**config.mk**
```make
export PLATFORM = sky130hd
export DESIGN_NAME = i2s_tx_framer
export DESIGN_NICKNAME = d
export VERILOG_FILES = /design/src/rtl/i2s_tx_framer_pkg.sv /design/src/rtl/i2s_lrck_sync.sv /design/src/rtl/i2s_tx_framer.sv
export SDC_FILE = /design/constraint.sdc
export NUM_CORES = 1
export LEC_CHECK = 0
export ABC_AREA = 1
export CAP_MARGIN = 20
export CORE_MARGIN = 8
export CORE_UTILIZATION = 31
export DETAILED_ROUTE_END_ITERATION = 10
export GPL_TIMING_DRIVEN = 0
export PLACE_DENSITY = 0.57
export SKIP_LAST_GASP = 1
export SLEW_MARGIN = 20
export SYNTH_ARGS = -nofsm -noshare
export SYNTH_HDL_FRONTEND = slang
export SYNTH_HIERARCHICAL = 1
export SYNTH_SLANG_ARGS = --single-unit
```
**constraint.sdc**
```tcl
create_clock -name clk -period 8.8 [get_ports clk]
set_input_delay 0.88 -clock clk [delete_from_list [all_inputs] [get_ports clk]]
set_output_delay 0.88 -clock clk [all_outputs]
set_load 0.01 [all_outputs]
```
**src/rtl/i2s_tx_framer_pkg.sv**
```systemverilog
// Shared audio definitions for the DAC-side I2S framer.
package i2s_tx_framer_pkg;

  localparam int unsigned DEFAULT_WORD_SIZE = 32;
  // Storage width of one channel inside the stereo pair; WORD_SIZE must not exceed it.
  localparam int unsigned SAMPLE_W          = 32;

  localparam int unsigned UNDERRUN_REPEAT = 0;
  localparam int unsigned UNDERRUN_ZERO   = 1;

  typedef struct packed {
    logic [SAMPLE_W-1:0] l;
    logic [SAMPLE_W-1:0] r;
  } stereo_sample_t;

endpackage

```
**src/rtl/i2s_lrck_sync.sv**
```systemverilog
// Phase-lock of the DAC LR clock to the ADC LR clock: edge detect, compare, lock/slip tracking.
module i2s_lrck_sync #(
  parameter int unsigned WORD_SIZE = 32,
  parameter int unsigned CNT_W     = $clog2(WORD_SIZE)
) (
  input  logic             clk,
  input  logic             rst,
  input  logic             sync_en,
  input  logic             ref_lrck,
  input  logic             lrck,
  input  logic [CNT_W-1:0] word_cnt,
  output logic             realign_c,
  output logic             locked,
  output logic [7:0]       slip_cnt
);

  logic ref_d;
  logic ref_rise_c;
  logic at_toggle_c;

  // A reference rise is already aligned when the free-running counter is about to enter the right half.
  always_comb begin
    ref_rise_c  = ref_lrck & ~ref_d;
    at_toggle_c = ~lrck && (word_cnt == CNT_W'(WORD_SIZE - 1));
    realign_c   = sync_en & ref_rise_c & ~at_toggle_c;
  end

  // Reference delay, lock status and saturating slip counter.
  always_ff @(posedge clk or posedge rst) begin
    if (rst) begin
      ref_d    <= 1'b0;
      locked   <= 1'b0;
      slip_cnt <= 8'd0;
    end else begin
      ref_d <= ref_lrck;
      if (!sync_en) begin
        locked <= 1'b0;
      end else if (ref_rise_c) begin
        locked <= at_toggle_c;
      end
      if (realign_c && (slip_cnt != 8'hFF)) begin
        slip_cnt <= slip_cnt + 8'd1;
      end
    end
  end

endmodule

```
**src/rtl/i2s_tx_framer.sv**
```systemverilog
// DAC-side I2S frame timing with a double-buffered stereo word pair.
module i2s_tx_framer
  import i2s_tx_framer_pkg::*;
#(
  parameter int unsigned WORD_SIZE     = DEFAULT_WORD_SIZE,
  parameter int unsigned CNT_W         = $clog2(WORD_SIZE),
  parameter int unsigned UNDERRUN_MODE = UNDERRUN_REPEAT
) (
  input  logic                 clk,
  input  logic                 rst,
  input  logic [WORD_SIZE-1:0] s_l_data,
  input  logic [WORD_SIZE-1:0] s_r_data,
  input  logic                 s_valid,
  output logic                 s_ready,
  input  logic                 sync_en,
  input  logic                 ref_lrck,
  output logic                 lrck,
  output logic [WORD_SIZE-1:0] tx_word_l,
  output logic [WORD_SIZE-1:0] tx_word_r,
  output logic                 frame_start,
  output logic                 underrun,
  input  logic                 underrun_clr,
  output logic                 locked,
  output logic [7:0]           slip_cnt
);

  logic [CNT_W-1:0] word_cnt;
  logic             wrap_c;
  logic             realign_c;
  logic             load_now_c;
  logic             accept_c;
  stereo_sample_t   hold;
  logic             hold_valid;
  stereo_sample_t   tx_pair;

  i2s_lrck_sync #(
    .WORD_SIZE (WORD_SIZE),
    .CNT_W     (CNT_W)
  ) u_sync (
    .clk       (clk),
    .rst       (rst),
    .sync_en   (sync_en),
    .ref_lrck  (ref_lrck),
    .lrck      (lrck),
    .word_cnt  (word_cnt),
    .realign_c (realign_c),
    .locked    (locked),
    .slip_cnt  (slip_cnt)
  );

  // Frame load at the end of the right half unless a realign truncates the frame.
  always_comb begin
    wrap_c     = (word_cnt == CNT_W'(WORD_SIZE - 1));
    load_now_c = wrap_c && lrck && !realign_c;
    s_ready    = ~hold_valid | load_now_c;
    accept_c   = s_valid && s_ready;
  end

  // Word counter and LR clock; a realign restarts the right half.
  always_ff @(posedge clk or posedge rst) begin
    if (rst) begin
      word_cnt <= '0;
      lrck     <= 1'b0;
    end else if (realign_c) begin
      word_cnt <= '0;
      lrck     <= 1'b1;
    end else if (wrap_c) begin
      word_cnt <= '0;
      lrck     <= ~lrck;
    end else begin
      word_cnt <= word_cnt + CNT_W'(1);
    end
  end

  // Holding register, transmit pair and status; an accept on a load cycle refills hold.
  always_ff @(posedge clk or posedge rst) begin
    if (rst) begin
      hold        <= '0;
      hold_valid  <= 1'b0;
      tx_pair     <= '0;
      frame_start <= 1'b0;
      underrun    <= 1'b0;
    end else begin
      frame_start <= load_now_c;
      if (load_now_c) begin
        if (hold_valid) begin
          tx_pair    <= hold;
          hold_valid <= 1'b0;
        end else if (UNDERRUN_MODE == UNDERRUN_ZERO) begin
          tx_pair <= '0;
        end
      end
      if (accept_c) begin
        hold.l     <= SAMPLE_W'(s_l_data);
        hold.r     <= SAMPLE_W'(s_r_data);
        hold_valid <= 1'b1;
      end
      if (load_now_c && !hold_valid) begin
        underrun <= 1'b1;
      end else if (underrun_clr) begin
        underrun <= 1'b0;
      end
    end
  end

  assign tx_word_l = WORD_SIZE'(tx_pair.l);
  assign tx_word_r = WORD_SIZE'(tx_pair.r);

endmodule

```
== After elaboration in Yosys (flattened, before gate mapping) ==
Cells that the tools add are included.
Operators by class
  bitwise operators: 8
  reduce and logical (&&, ||, !) cells: 12
  add/sub/neg operators: 2
  multiplexer cells: 10
  equal/unequal tests: 3
Operator list (number)
  5-bit 2-to-1 mux: 2
  8-bit by 1-bit adder with 8-bit output (second input constant): 1
  1-bit 2-to-1 mux: 8
  8-bit != test (second input constant): 1
  1-bit logical AND: 6
  2-bit nonzero test: 3
  5-bit by 1-bit adder with 5-bit output (second input constant): 1
  5-bit equality test (second input constant): 1
  1-bit inverter: 4
  1-bit bitwise AND: 3
  1-bit logical NOT: 2
  2-bit by 1-bit != test with 1-bit output (second input constant): 1
  2-bit AND reduction: 1
  1-bit bitwise OR: 1
Word-level totals
  word-level logic and storage cells: 47
  input bits: 70
  output and inout port bits: 77
  register bits: 147

== Logic depth before layout (Yosys ltp) ==
Gate-level depths: netlist of the first run.
  depth in word-level cells: 9
  gate-level depth with buffers: 13
  gate-level depth less buffers: 11

== Modules after synthesis ==
Netlist of the first run, hierarchy kept.
Modules (own cells, without submodules)
  i2s_tx_framer: seq. area each 3428.3 µm², area an instance 5521.5 µm², cells an instance 590, times used 1
  i2s_lrck_sync: seq. area each 250.2 µm², area an instance 626.9 µm², cells an instance 86, times used 1

== Worst setup path after synthesis of the first run ==
Ideal clock, no wire load.
  path kind: in2out
  start point: in ref_lrck
  end point: out s_ready
  data arrival time: 1.739 ns
  path slack: 6.181 ns
  stages: 7
  buffers on the path: 1
  data required time: 7.920 ns
  path through: and3_4 > nand2_1 > inv_1 > inv_2 > nand3_4 > nand2_4 > buf_2
Between the ends
  cells in the longest elaborated chain, start to end: 6
RTL lines
  from (decl): RTL line i2s_tx_framer.sv:16  | input logic ref_lrck,
  1-bit bitwise AND: RTL line i2s_lrck_sync.sv:23  | ref_rise_c = ref_lrck & ~ref_d;
  1-bit bitwise AND (2 in a row): RTL line i2s_lrck_sync.sv:25  | realign_c = sync_en & ref_rise_c & ~at_toggle_c;
  net realign_c: RTL line i2s_tx_framer.sv:29  | logic realign_c;
  1-bit logical NOT: RTL line i2s_tx_framer.sv:54  | load_now_c = wrap_c && lrck && !realign_c;
  1-bit logical AND: RTL line i2s_tx_framer.sv:54
  1-bit bitwise OR: RTL line i2s_tx_framer.sv:55  | s_ready = ~hold_valid | load_now_c;
  to (decl): RTL line i2s_tx_framer.sv:14  | output logic s_ready,
The timed path passes the listed nets, and every way through them passes these cells.

== Final worst setup path of the first run ==
Ends and elaborated chain as after synthesis.

==> results.yml, run 1 <==
min_path:
  holdCritStartpoint: "hold[23]"
  hold_end: "hold[23]"
  hold_path.class: "register to register"
  hold_depth: 2
logic_synthesis:
  synth_top_area_share_pct: 59.8
  synthCells: 676
  yosysSeqAreaShare_pct: 59.8
  ys_async_sr_fraction_pct: 100
  synth_area_leaders: "dfrtp_1 60%, nand2_1 18%, nand3_1 5.3%"
  synth-main-ff-cell: "dfrtp_1"
  synth_top_area_cell: "dfrtp_1"
  synth.avg_cell_area_um2: 9.10
  syn_area_um2: 6150
  synth_edf_count: 0
  syn_nets: 749
  yosysUniqueCellTypes: 32
  ys_warn_count: 6
  ys_ff_latch: 147
floorplan:
  die_x_um: 157
  die_y_um: 157
  rows: 51
  io_pins: 147
  dieArea_um2: 24600
  core_area_um2: 19500
  start_util_pct: 31.6
timing:
  rsz0062_at_grt: "no"
  drv_slew: 0
  setup_violations: 0
  max_freq_ghz: 0.264
  worst_pin_slew_ps: 540
  fin_setup_tns_ps: 0
  period_minus_slack_ps: 3790
  post-route-period-util_pct: 43.1
  finalHoldViolations: 0
  slew_headroom_pct: 64.0
  whs_ps: 467
  skew_ps: 7.68
placed_design:
  dpl.hpwl_mm: 11.8
  port_buffers: 146
  gp_congestion: 0.751
  placed_cell_area_um2: 7980
cts:
  cts_max_path_buffers: 2
  cts-htree-levels: 4
  cts_resized: 0
  clock_latency_ps: 410
  clock-sinks: 147
  post-cts-setup-buffer-count: 0
  cts.clk_slew.worst_paths_ps: 60
  ctsHoldBuffers: 0
  numCtsBuffers: 17
  cts_tree: "done"
  cts_root_buf: "clkbuf_16"
finish:
  nets: 915
  layout-drive-gt1-share_pct: 9.36
  fillers: 1967
  syn_to_final_growth_pct: 39.6
  final_cell_area_um2: 8580
  final_common_cell: "nand2_1"
  mostFrequentLayoutCells: "295 x nand2_1, 147 x dfrtp_1, 146 x clkdlybuf4s50_1, 65 x nand3_1, 51 x o21ai_0"
  antenna_cells: 0
detailed_routing:
  drc_errors: 0
  ant_nets: 0
  drt-pass1-iter-count: 4
  wl_per_cell_um: 15.0
  viasPerCell: 4.41
  vias: 4938
  drt_wl_total_mm: 16.8
  drt_iter0_drc: 211
flow_run:
  maxCapViolCount: 0
setup_path:
  r2r_setup_slack_ps: 6830
  cp.arrival_ps: 2910
  reg2reg_from: "lrck"
  cp_slowest_cell: "clkdlybuf4s50_1"
  cp.required_ps: 7920
  max_stage_delay_ps: 570
  startpoint_type: "input pin"
  crit_chain: "clkdlybuf4s50_1 -> and3_4 -> nand2_1 -> inv_1 -> inv_2 -> nand3_4 -> nand2_4 -> buf_2 -> clkdlybuf4s50_1"
  worstSetupPathType: "input pin to output pin"
  rr_worst_depth: 10
  r2r-end: "tx_word_r[19]"
  path_common_cell: "clkdlybuf4s50_1"
  critPathTopFamily: "buffers and inverters"
  path_max_fanout: 10
  worst-path-stages: 9
  critPathBufInv: 5
  endpoint_kind: "output pin"
status:
  status: "complete, no violations"
global_routing:
  grt_overflow: 0
  grt_pass1_wl_mm: 27.5
  grtUsageTotal_pct: 14.3
  grt_start_max_net_pins: 75
  grt_pass1_vias: 5150
  antenna_found_initial: 2
pwr:
  power_leakage_uw: 0.00431
  ir_drop_mv: 0.131
  p_total_uw: 2520
  power_density_nw_per_um2: 294
[sequential cells by signal (all words and copies together), names as in the netlist]
name             flops
word_cnt             5
u_sync/ref_d         1
u_sync/locked        1
tx_word_r           32
frame_start          1
u_sync/slip_cnt      8
tx_word_l           32
hold                64
lrck                 1
hold_valid           1
underrun             1
[metrics by stage]
step	cells	worst slack (ps)	utilization [%]
floorplan	676	4250	-
global placement	1087	1940	40.8
detailed placement	1088	4980	41.0
CTS	1120	4970	44.1
global route	1120	4830	44.1
finish	1120	5010	44.1
[worst reg2reg max path, stage by stage (launching register included)]
cell      delay [ps]
dfrtp_1          440
nor2_1           150
nand3_2          140
nand2_1          160
inv_1            110
inv_2             80
nand3_4          130
buf_6            200
clkbuf_2         200
o21ai_0          180
nand2_1           70
[cell families (layout without fill, tap and decap cells)]
kind of cell	Yosys count	count (layout)	share of synthesized area, %
xor gates and xnor gates	3	3	0.427
buffers and inverters	63	242	6.47
DFF	147	147	59.8
AOI/OAI and AO/OA	70	70	5.72
and+or+nand+nor	390	390	26.9
adders and majority gates	3	3	0.611
[synthesized netlist by cell type, types with 2 or more instances]
master and instances:
a21oi_1 2, dfrtp_1 147, nand3_2 3, xnor2_1 2, buf_4 4, nor2_1 13, nor2_4 2, nand2_1 295
buf_1 2, clkbuf_2 2, nand2_2 3, nand3_1 65, inv_1 17, buf_8 6, o21ai_0 51, buf_2 7
ha_1 3, buf_6 9, o21ai_1 16, nand3_4 2, inv_2 4, clkbuf_1 11
[worst max-delay path by stage]
stage                         from  slack, ps          end
after floorplan                rst       4250  frame_start
after global placement         rst       1940     hold[51]
after detailed placement  ref_lrck       4980      s_ready
after CTS                 ref_lrck       4970      s_ready
after global routing      ref_lrck       4830      s_ready
final                     ref_lrck       5010      s_ready
[where the power goes]
group	leakage, uW	internal (uW)	switching, uW
logic	0.00209	355	340
clock network	0.000304	449	287
registers	0.00192	937	151
total	0.00431	1740	778
[metal layers]
metal	share of wire (%)	global-route usage (%)
met1	45	18.1
met2	48	23.3
met3	6.0	4.19
met4	1.1	4.26
met5	0.19	0
[cell type report]
| class | count | area, um^2 | area share [%] |
|---|---|---|---|
| plain buffers | 41 | 315 | 3.67 |
| clock buffers | 21 | 480 | 5.60 |
| clock inverters | 11 | 124 | 1.44 |
| inverters | 22 | 90.1 | 1.05 |
| multi-input cells | 466 | 2070 | 24.1 |
| flip-flops and latches | 147 | 3680 | 42.9 |
| well taps | 265 | 332 | 3.86 |
| repair buffers | 147 | 1490 | 17.4 |
Power figures use the tool's default switching activity.
==> run 2, diff against run 1 <==
==> constraint.sdc (replaced) <==
create_clock -name clk -period 3.5 [get_ports clk]
set_input_delay 0.35 -clock clk [delete_from_list [all_inputs] [get_ports clk]]
set_output_delay 0.35 -clock clk [all_outputs]
set_load 0.01 [all_outputs]
==> run 2 against run 1 <==
Compared with the run above: wire length increased by 0.99%; utilization grew 0.51 points; register-to-register slack got worse by 5300 ps; via count is 0.41% higher; first-iteration DRC count increased by 20%; global-route usage hardly changed; critical path depth is the same; die area did not move; clock power rose to 2.6 times the previous value; clock-buffer cell count is 1 lower; non-clock buffer count grew 4; sequential share of layout area is 0.49 points lower.
==> results.yml, run 2 (same netlist as run 1, synthesis figures left out) <==
setup_path:
  endpoint_kind: "output pin"
  max_stage_delay_ps: 580
  critPathTopFamily: "buffers and inverters"
  crit_chain: "nor2_1 -> nand3_2 -> nand2_1 -> inv_1 -> inv_2 -> nand3_4 -> nand2_4 -> buf_2 -> clkdlybuf4s50_1"
  cp_slowest_cell: "clkdlybuf4s50_1"
  path_max_fanout: 10
  worstSetupPathType: "register to output pin"
  startpoint_type: "register"
  rr_worst_depth: 10
  cp.required_ps: 3150
  worst-path-stages: 9
  cp.arrival_ps: 2560
  critPathBufInv: 4
finish:
  layout-drive-gt1-share_pct: 9.78
  syn_to_final_growth_pct: 41.2
  regMostFlops: "hold"
  final_common_cell: "nand2_1"
  antenna_cells: 0
  mostFrequentLayoutCells: "295 x nand2_1, 147 x dfrtp_1, 146 x clkdlybuf4s50_1, 65 x nand3_1, 51 x o21ai_0"
  largest_reg_flops: 64
  multi_input_area_um2: 2070
  fillers: 1947
  final_cell_area_um2: 8680
  fin_cells: 1124
  seqCellArea_um2: 3680
  nets: 919
cts:
  ctsHoldBuffers: 0
  cts_root_buf: "clkbuf_16"
  clock-sinks: 147
  post-cts-setup-buffer-count: 0
  clock_latency_ps: 420
  cts-htree-levels: 4
  cts_tree: "done"
  cts.clk_slew.worst_paths_ps: 60
  numCtsBuffers: 17
  cts_max_path_buffers: 2
  cts_resized: 0
pwr:
  ir_drop_mv: 0.329
  power_density_nw_per_um2: 737
  power_leakage_uw: 0.00434
detailed_routing:
  wl_per_cell_um: 15.1
  drt_wl_total_mm: 16.9
  drt_iter0_drc: 253
  vias: 4958
  drc_errors: 0
  ant_nets: 0
  viasPerCell: 4.41
  drt-pass1-iter-count: 5
floorplan:
  io_pins: 147
  die_x_um: 157
  start_util_pct: 31.6
  dieArea_um2: 24600
  die_y_um: 157
  core_area_um2: 19500
  rows: 51
min_path:
  hold_path.class: "input pin to async pin"
timing:
  rsz0062_at_grt: "no"
  drv_slew: 0
  max_freq_ghz: 0.343
  fin_setup_tns_ps: 0
  period_minus_slack_ps: 2910
  setup_violations: 0
  skew_ps: 7.48
  slew_headroom_pct: 56.8
  post-route-period-util_pct: 83.2
  whs_ps: 297
  finalHoldViolations: 0
  worst_pin_slew_ps: 646
global_routing:
  grt_pass1_vias: 5136
  grt_pass1_wl_mm: 27.2
  grtUsageTotal_pct: 14.3
  antenna_found_initial: 0
  grt_overflow: 0
  grt_start_max_net_pins: 33
placed_design:
  placed_cell_area_um2: 8060
  gp_congestion: 0.773
  dpl.hpwl_mm: 12.3
  place_inst: 1092
  port_buffers: 146
status:
  status: "complete, no violations"
flow_run:
  maxCapViolCount: 0
==> run 2: worst register-to-register path: stages (launching register included) <==
cell,delay [ps]
dfrtp_1,440
nor2_1,160
nand3_2,140
nand2_1,150
inv_1,110
inv_2,80
nand3_4,130
buf_6,200
clkbuf_2,200
o21ai_0,190
nand2_1,70
==> run 2: routing by layer <==
metal | track usage (%) | vias up | part of all wire (%)
met4 | 4.81 | 0 | 1.5
met3 | 4.38 | 19 | 5.6
met5 | 0 | - | 0
li1 | - | 2492 | -
met1 | 17.6 | 2332 | 44
met2 | 23.5 | 115 | 49
==> run 2: through the flow <==
| step | setup WS (ps) | util, % | power [uW] |
|---|---|---|---|
| floorplan | 1440 | - | 3570 |
| global placement | 33.3 | 40.8 | 4510 |
| detailed placement | 731 | 41.4 | 4570 |
| CTS | 517 | 44.6 | 6500 |
| global route | 383 | 44.6 | 6820 |
| finish | 588 | 44.6 | 6400 |
==> run 2: report_power, final <==
part,switching [uW],internal [uW]
clock,722,1180
sequential,378,2360
combinational,861,903
total,1960,4440
==> run 2: final timing paths <==
path / from / end / slack [ps]
min in group clk: ref_lrck / u_sync/ref_d / 450
hold reg to reg: hold[61] / hold[61] / 470
setup / recovery: lrck / s_ready / 590
max in group asynchronous: rst / tx_word_l[18] / 2210
setup reg to reg: lrck / tx_word_l[16] / 1520
hold / removal: rst / u_sync/slip_cnt[0] / 300
==> run 2: layout make-up <==
cell class | instances | area share [%]
Sequential cell | 147 | 42.4
Multi-Input combinational cell | 466 | 23.9
Timing Repair Buffer | 151 | 18.2
Clock buffer | 20 | 5.38
Tap cell | 265 | 3.82
Buffer | 41 | 3.63
Clock inverter | 12 | 1.77
Inverter | 22 | 0.995
==> run 3, diff against run 2 <==
--- a/config.mk
+++ b/config.mk
@@ -11,7 +11,7 @@
 export CORE_UTILIZATION = 31
 export DETAILED_ROUTE_END_ITERATION = 10
 export GPL_TIMING_DRIVEN = 0
-export PLACE_DENSITY = 0.57
+export PLACE_DENSITY = 0.59
 export SKIP_LAST_GASP = 1
 export SLEW_MARGIN = 20
 export SYNTH_ARGS = -nofsm -noshare
==> constraint.sdc (replaced) <==
create_clock -name clk -period 2.5 [get_ports clk]
set_input_delay 0.25 -clock clk [delete_from_list [all_inputs] [get_ports clk]]
set_output_delay 0.25 -clock clk [all_outputs]
set_load 0.01 [all_outputs]
==> run 3 against run 2 <==
Compared with the run above: clock-buffer cell count is the same; wire length grew 1.3%; non-clock buffer count is the same; clock power grew 32%.
==> results.yml, run 3 (same netlist as run 1, synthesis figures left out) <==
global_routing:
  grt_use_met2_pct: 24.0
  grt_use_met3_pct: 4.38
  grt_overflow: 0
  grt_start_max_net_pins: 33
  met1_usage_pct: 18.3
  grt_pass1_vias: 5175
  grtUsageTotal_pct: 14.6
  antenna_found_initial: 1
  grt_pass1_wl_mm: 27.8
  busiest_layer: "met2"
placed_design:
  place_inst: 1092
  gp_congestion: 0.774
  place_ws_ps: -62.1
  dpl.hpwl_mm: 12.3
  port_buffers: 146
  placed_cell_area_um2: 8070
floorplan:
  io_pins: 147
  core_area_um2: 19500
  dieArea_um2: 24600
  die_y_um: 157
  die_x_um: 157
  start_util_pct: 31.6
  rows: 51
setup_path:
  worstSetupPathType: "register to output pin"
  max_stage_delay_ps: 410
  crit_chain: "ha_1 -> and3_1 -> ha_1 -> nand3_4 -> nand2_8 -> dlygate4sd2_1"
  rr_worst_depth: 10
  path_common_cell: "ha_1"
  startpoint_type: "register"
  r2r-end: "hold_valid"
  cp.required_ps: 2250
  cp_slowest_cell: "dfrtp_1"
  endpoint_kind: "output pin"
  path_max_fanout: 5
  cp.arrival_ps: 2010
  r2r_setup_slack_ps: 360
  reg2reg_from: "word_cnt[0]"
pwr:
  power_density_nw_per_um2: 1020
  ir_drop_mv: 0.466
  power_leakage_uw: 0.00433
detailed_routing:
  vias: 4930
  drt_wl_total_mm: 17.1
  drc_errors: 0
  wl_per_cell_um: 15.2
  viasPerCell: 4.39
  drt_iter0_drc: 253
  drt-pass1-iter-count: 4
  ant_nets: 0
finish:
  final_common_cell: "nand2_1"
  fillers: 1897
  nets: 919
  final_util_pct: 44.5
  regMostFlops: "hold"
  syn_to_final_growth_pct: 40.8
  multi_input_area_um2: 2080
  final_cell_area_um2: 8660
  fin_cells: 1124
  largest_reg_flops: 64
  layout-drive-gt1-share_pct: 9.78
  seqCellArea_um2: 3680
  mostFrequentLayoutCells: "294 x nand2_1, 146 x dfrtp_1, 145 x clkdlybuf4s50_1, 65 x nand3_1, 51 x o21ai_0"
  antenna_cells: 0
timing:
  setup_violations: 0
  finalHoldViolations: 0
  drv_slew: 0
  rsz0062_at_grt: "no"
  setup_ws_ps: 235
  whs_ps: 207
  post-route-period-util_pct: 90.6
  max_freq_ghz: 0.442
  slew_headroom_pct: 59.8
  skew_ps: 11.2
  period_minus_slack_ps: 2260
  worst_pin_slew_ps: 602
cts:
  cts_root_buf: "clkbuf_16"
  ctsHoldBuffers: 0
  cts.clk_slew.worst_paths_ps: 60
  cts_max_path_buffers: 2
  clock-sinks: 147
  clock_latency_ps: 410
  cts_tree: "done"
  numCtsBuffers: 17
  cts-htree-levels: 4
flow_run:
  maxCapViolCount: 0
status:
  status: "complete, no violations"
min_path:
  hold_path.class: "input pin to async pin"
-- run 3: what timing repair did --
item                                    in CTS  in global routing
gates resized for setup                      4                  0
endpoints found under the setup margin       1                  0
setup buffers                                1                  0
-- run 3: how the worst max path moves through the flow --
stage / from / end / slack, ps / depth (start not counted)
CTS: word_cnt[0] / s_ready / 190 / 6
global placement: rst / hold[55] / -840 / 2
finish: word_cnt[0] / s_ready / 240 / 6
detailed placement: ref_lrck / s_ready / -60 / 9
floorplan: rst / frame_start / 540 / 1
global route: word_cnt[0] / s_ready / 90 / 6
-- run 3: where the power goes --
part	leakage [uW]	switching, uW	internal (uW)	total [uW]
clock network	0.000273	1010	1500	2510
registers	0.00192	529	3300	3830
logic	0.00213	1220	1270	2490
total	0.00433	2760	6060	8830
-- run 3: area by class of cell --
class                           count  share of cell area, %
Sequential cell                   147                   42.5
Multi-Input combinational cell    466                   24.1
Timing Repair Buffer              152                   18.4
Clock buffer                       20                   5.16
Tap cell                          265                   3.83
Buffer                             40                   3.58
Clock inverter                     12                   1.52
Inverter                           22                  0.997
-- run 3: critical path: cells and delay by family (launching register included) --
family                   cells  cell delay (ps)
AND/OR/NAND/NOR              3              440
adder cells (fa/ha/maj)      2              440
flip-flops                   1              410
buffers and inverters        1              300
-- run 3: stage by stage --
stage	total power (uW)	setup TNS, ps
finish	8830	0
global route	9450	0
CTS	8970	0
detailed placement	6410	-62.1
global placement	6320	-113880
floorplan	5000	0
-- run 3: routing by layer --
metal | wire length, um | up-vias
met4 | 110 | 2
met3 | 851 | 12
li1 | - | 2487
met2 | 8320 | 102
met5 | 13 | -
met1 | 7840 | 2327
==> RTL edit 1 (config.mk and constraints of run 2) <==
Put a register stage on the output `slip_cnt`, with the module's reset. The value now appears one clock later. The other outputs are not delayed to match.
--- a/src/rtl/i2s_tx_framer.sv
+++ b/src/rtl/i2s_tx_framer.sv
@@ -26,2 +26,4 @@
 
+  logic [7:0] slip_cnt_d;
+
   logic [CNT_W-1:0] word_cnt;
@@ -47,3 +49,3 @@
     .locked    (locked),
-    .slip_cnt  (slip_cnt)
+    .slip_cnt  (slip_cnt_d)
   );
@@ -108,2 +110,10 @@
 
+  always_ff @(posedge clk or posedge rst) begin
+    if (rst) begin
+      slip_cnt <= '0;
+    end else begin
+      slip_cnt <= slip_cnt_d;
+    end
+  end
+
 endmodule
Check against the original RTL: not equivalent (a bounded check fails within 4 cycles, from zero or initial values and one cycle with rst high).
==> RTL edit 1 against run 2 <==
Non-clock buffer count stayed put; first-iteration DRC count is 36% lower; power is 4.1% higher; wire length is 2.1% higher; utilization is 0.40 points lower; worst setup slack worse by 0.063 ns; sequential share of layout area is 1.4 points higher; area after synthesis is 2.3% higher; cell area is 2.0% higher; sequential cell count is 8 higher; largest power group unchanged.
==> RTL edit 1: results (changes against run 2) <==
cts:
  cts_buffers: 17  # unchanged
  cts_setup_buffers: 0  # unchanged
  clk_latency_ns: 0.42  # about the same
  clkSlewWorstSetupHoldPaths_ns: 0.06  # about the same
  root_buffer: "clkbuf_16"  # unchanged
  cts_buffer_depth: 2  # unchanged
  h-tree-depth: 4  # unchanged
  post_cts_resized: 0  # unchanged
grt:
  overflow: 0  # unchanged
  grt_usage: 0.145  # was 0.143
  antenna_found_initial: 1  # was 0
  grt_pass1_wl_um: 28100  # was 27200 um
  grt_max_degree: 33  # unchanged
  grt_pass1_vias: 5133  # was 5136
place:
  dpl.hpwl_um: 12400  # was 12300 um
  place_congestion: 0.791  # was 0.773
  dpl_worst_slack_ns: 0.711  # was 0.731 ns
  placement.io_buffers: 146  # unchanged
routing:
  wl_um: 17300  # was 16900 um
  drt_iter0_drc: 162  # was 253
  drt-pass1-iter-count: 4  # was 5
  dr_total_vias: 4995  # was 4958
synthesis:
  muxShareOfSynthArea: 0  # unchanged
  synth_common_cells: "nand2_1, dfrtp_1, nand3_1"  # unchanged
  ys.warnings.count: 6  # unchanged
  synthTopCellsByArea: "dfrtp_1, nand2_1, nand3_1, o21ai_0, buf_4"  # was dfrtp_1, nand2_1, nand3_1, o21ai_0, buf_6
  synth_compound_area_frac: 0.0559  # was 0.0572
  yosysUniqueCellTypes: 30  # was 32
  synth_xor_area_frac: 0.00418  # was 0.00427
  ys_seq_area_frac: 0.617  # was 0.598
  synth_fa_ha_area_frac: 0.00597  # was 0.00611
  syn_nets: 757  # was 749
  synthArstFlopShare: 1.00  # unchanged
  synth_edf_count: 0  # unchanged
layout:
  largest_register: "hold"  # unchanged
  nets: 927  # was 919
  largest_register_ffs: 64  # unchanged
  layout-drive-gt1-share: 0.0934  # was 0.0978
outcome:
  outcome: "finished clean"  # unchanged
timing:
  clock_skew_ns: 0.00935  # was 0.00748 ns
  slew_headroom: 0.655  # was 0.568
critical_path:
  path_max_fanout: 10  # unchanged
  crit_arrival_ns: 2.62  # was 2.56 ns
  worst_path_largest_cell_delay_ns: 0.58  # about the same
  slowest_stage: "clkdlybuf4s50_1"  # unchanged
power:
  p_leak_nw: 4.45  # was 4.34 nW
  max-vdd-ir-drop_mv: 0.335  # was 0.329 mV
worst_hold_path:
  min_path_type: "input pin to async pin"  # unchanged
-- RTL edit 1: cell types whose count changed after synthesis, sizes merged --
cell,delta
buf,+3
clkbuf,-3
dfrtp,+8
-- RTL edit 1: cell type report --
class | count | area [um2]
well taps | 270 | 338
diodes | 1 | 2.50
repair buffers | 151 | 1570
inverters | 22 | 86.3
flip-flops and latches | 155 | 3880
clock inverters | 13 | 214
plain buffers | 41 | 262
fillers | 2050 | 11200
multi-input cells | 466 | 2060
clock buffers | 19 | 443
-- RTL edit 1: routing by layer --
metal,wire [um],global-route usage,up-vias,part of all wire
met2,7950,0.227,110,0.46
met1,8070,0.191,2344,0.47
li1,-,-,2522,-
met5,13,0,-,0.00075
met4,227,0.0422,2,0.013
met3,1000,0.0413,17,0.058
-- RTL edit 1: path summary, 6_finish.rpt --
check                           cells after the start           end  slack (ns)     start
worst max-delay path                                9       s_ready        0.53      lrck
worst min-delay path                                2   slip_cnt[4]        0.29       rst
worst max register to register                     11      hold[18]        1.40      lrck
worst min register to register                      2       hold[5]        0.47   hold[5]
max in group asynchronous                           5       hold[8]        2.35       rst
min in group clk                                    1  u_sync/ref_d        0.45  ref_lrck
-- RTL edit 1: worst max-delay path, delay by kind of cell, from the launching register on --
| family | cells | cell delay (ns) |
|---|---|---|
| buffers and inverters | 4 | 1.01 |
| AND/OR/NAND/NOR | 5 | 0.73 |
| flip-flops | 1 | 0.46 |
-- RTL edit 1: cell families (layout without fill, tap and decap cells) --
family	Yosys count	in the layout
other	0	1
adder cells (fa/ha/maj)	3	3
XOR/XNOR	3	3
AND/OR/NAND/NOR	390	390
AO/OA/AOI/OAI	70	70
buffers and inverters	63	246
flip-flops	155	155
-- RTL edit 1: metrics by stage --
step	cell area, um2	instances	hold WS, ns	total power, mW
after floorplan	6290	684	0.190	3.68
final	8860	1138	0.295	6.66
after global placement	8090	1100	0.446	4.63
after CTS	8850	1137	0.290	6.78
after detailed placement	8200	1105	0.449	4.69
after global routing	8850	1137	0.316	7.13
-- RTL edit 1: report_power, final --
part | internal [mW] | switching, mW | total [mW]
clock network | 1.29 | 0.758 | 2.05
registers | 2.47 | 0.386 | 2.85
logic | 0.896 | 0.863 | 1.76
==> RTL edit 2 (config.mk and constraints of run 2) <==
Without the edit above. The package constant `DEFAULT_WORD_SIZE` goes from 32 to 64.
--- a/src/rtl/i2s_tx_framer_pkg.sv
+++ b/src/rtl/i2s_tx_framer_pkg.sv
@@ -3,3 +3,3 @@
 
-  localparam int unsigned DEFAULT_WORD_SIZE = 32;
+  localparam int unsigned DEFAULT_WORD_SIZE = 64;
   // Storage width of one channel inside the stereo pair; WORD_SIZE must not exceed it.
Ports: changed (resized s_l_data, s_r_data, tx_word_l and tx_word_r); port bits go from 147 to 275. The function was not compared with the original's and may differ.
==> RTL edit 2 against run 2 <==
Wire length is 10% higher; sequential cell count up 1; clock skew up 0.0021 ns; cell area rose by 7.8%; worst setup slack got worse by 0.080 ns; power down 17%; fmax shrank 2.7%; area after synthesis up 7.2%; critical endpoint unchanged.
==> RTL edit 2: results (changes against run 2) <==
synthesis:
  yosysUniqueCellTypes: 26  # was 32
  netlist_area_um2: 6590  # was 6150 um2
  ys.warnings.count: 6  # unchanged
  synth_fa_ha_area_frac: 0.00380  # was 0.00611
  synthTopCellsByArea: "dfrtp_1, nand2_1, buf_4, nand3_1, o21ai_0"  # was dfrtp_1, nand2_1, nand3_1, o21ai_0, buf_6
  synthArstFlopShare: 1.00  # unchanged
  ys_seq_area_frac: 0.562  # was 0.598
  synth_common_cells: "nand2_1, dfrtp_1, buf_4"  # was nand2_1, dfrtp_1, nand3_1
  synth_xor_area_frac: 0.00532  # was 0.00427
  synth_compound_area_frac: 0.0541  # was 0.0572
  synthCells: 752  # was 676
power:
  p_total_mw: 5.32  # was 6.40 mW
  max-vdd-ir-drop_mv: 0.341  # was 0.329 mV
  pg_clk_mw: 2.01  # was 1.90 mW
  internal_power_mw: 3.85  # was 4.44 mW
  p_seq_mw: 2.39  # was 2.73 mW
  p_leak_nw: 4.91  # was 4.34 nW
timing:
  tightest_slew_ns: 0.663  # was 0.646 ns
  clock_skew_ns: 0.00954  # was 0.00748 ns
  period_needed_ns: 2.99  # was 2.91 ns
place:
  dpl_worst_slack_ns: 0.459  # was 0.731 ns
  dpl.hpwl_um: 13500  # was 12300 um
  place_area_um2: 8720  # was 8060 um2
  dpl.cell_count: 1240  # was 1092
  place_congestion: 0.751  # was 0.773
critical_path:
  r2r-start: "u_sync/ref_d"  # was lrck
  r2r-end: "hold[52]"  # was tx_word_l[16]
  crit_arrival_ns: 2.64  # was 2.56 ns
  setup.worst_path.start: "ref_lrck"  # was lrck
  reg2reg_slack_ns: 1.33  # was 1.52 ns
layout:
  num-fill-cells: 2130  # was 1947
  nets: 1120  # was 919
  layout-drive-gt1-share: 0.136  # was 0.0978
grt:
  grt_pass1_wl_um: 29900  # was 27200 um
  grt_usage: 0.144  # was 0.143
  grt_pass1_vias: 5347  # was 5136
cts:
  cts_setup_buffers: 0  # unchanged
  clkSlewWorstSetupHoldPaths_ns: 0.06  # about the same
  cts_buffers: 17  # unchanged
outcome:
  outcome: "finished clean"  # unchanged
routing:
  wl_um: 18600  # was 16900 um
  drt-pass1-iter-count: 7  # was 5
  drt_iter0_drc: 249  # was 253
  wl_met1_um: 8310  # was 7370 um
  met2_length_um: 8960  # was 8330 um
  wl_met3_um: 1160  # was 953 um
  dr_total_vias: 5305  # was 4958
## RTL edit 2: changes by cell type after synthesis, sizes merged, moves of 2 or more
cell,run 2,this run
buf,28,87
clkbuf,13,18
nand2,299,304
nor2,17,21
a21oi,2,4
and3,2,0
nand4,1,3
xor2,1,3
## RTL edit 2: area by class of cell
class,instances,area (um2),area share
tap,275,344,0.0368
inverter,20,78.8,0.00842
sequential,148,3700,0.396
timing repair buffer,150,1540,0.165
buffer,105,714,0.0763
clock buffer,18,439,0.0469
multi-input combinational,542,2330,0.249
clock inverter,13,206,0.0221
## RTL edit 2: worst min path at each step
stage                  start            endpoint  slack, ns  cells after the start
global placement    hold[14]            hold[14]       0.45                      2
CTS                      rst  u_sync/slip_cnt[2]       0.32                      2
floorplan                rst       u_sync/locked       0.19                      1
detailed placement  hold[24]            hold[24]       0.46                      2
global route             rst  u_sync/slip_cnt[4]       0.36                      2
finish                   rst  u_sync/slip_cnt[4]       0.32                      2
## RTL edit 2: worst max-delay path, cell delays in order
cell             delay (ns)
clkdlybuf4s50_1        0.50
inv_1                  0.05
nor2_1                 0.14
nand2_1                0.08
a21oi_1                0.38
nor2_1                 0.15
nand3_4                0.16
nand2_2                0.11
buf_2                  0.21
clkdlybuf4s50_1        0.50
## RTL edit 2: metal layers
metal,GRT usage,vias up
li1,-,2716
met1,0.185,2436
met2,0.233,141
met4,0.0379,0
met5,0,-
met3,0.0423,12
## RTL edit 2: cells by family (layout without fill, tap and decap cells)
group | after synthesis | in the layout
simple gates | 401 | 401
fa+ha+maj | 2 | 2
xor+xnor | 4 | 4
other cells | 1 | 64
compound gates | 71 | 71
flops | 148 | 148
buf+inv | 125 | 306
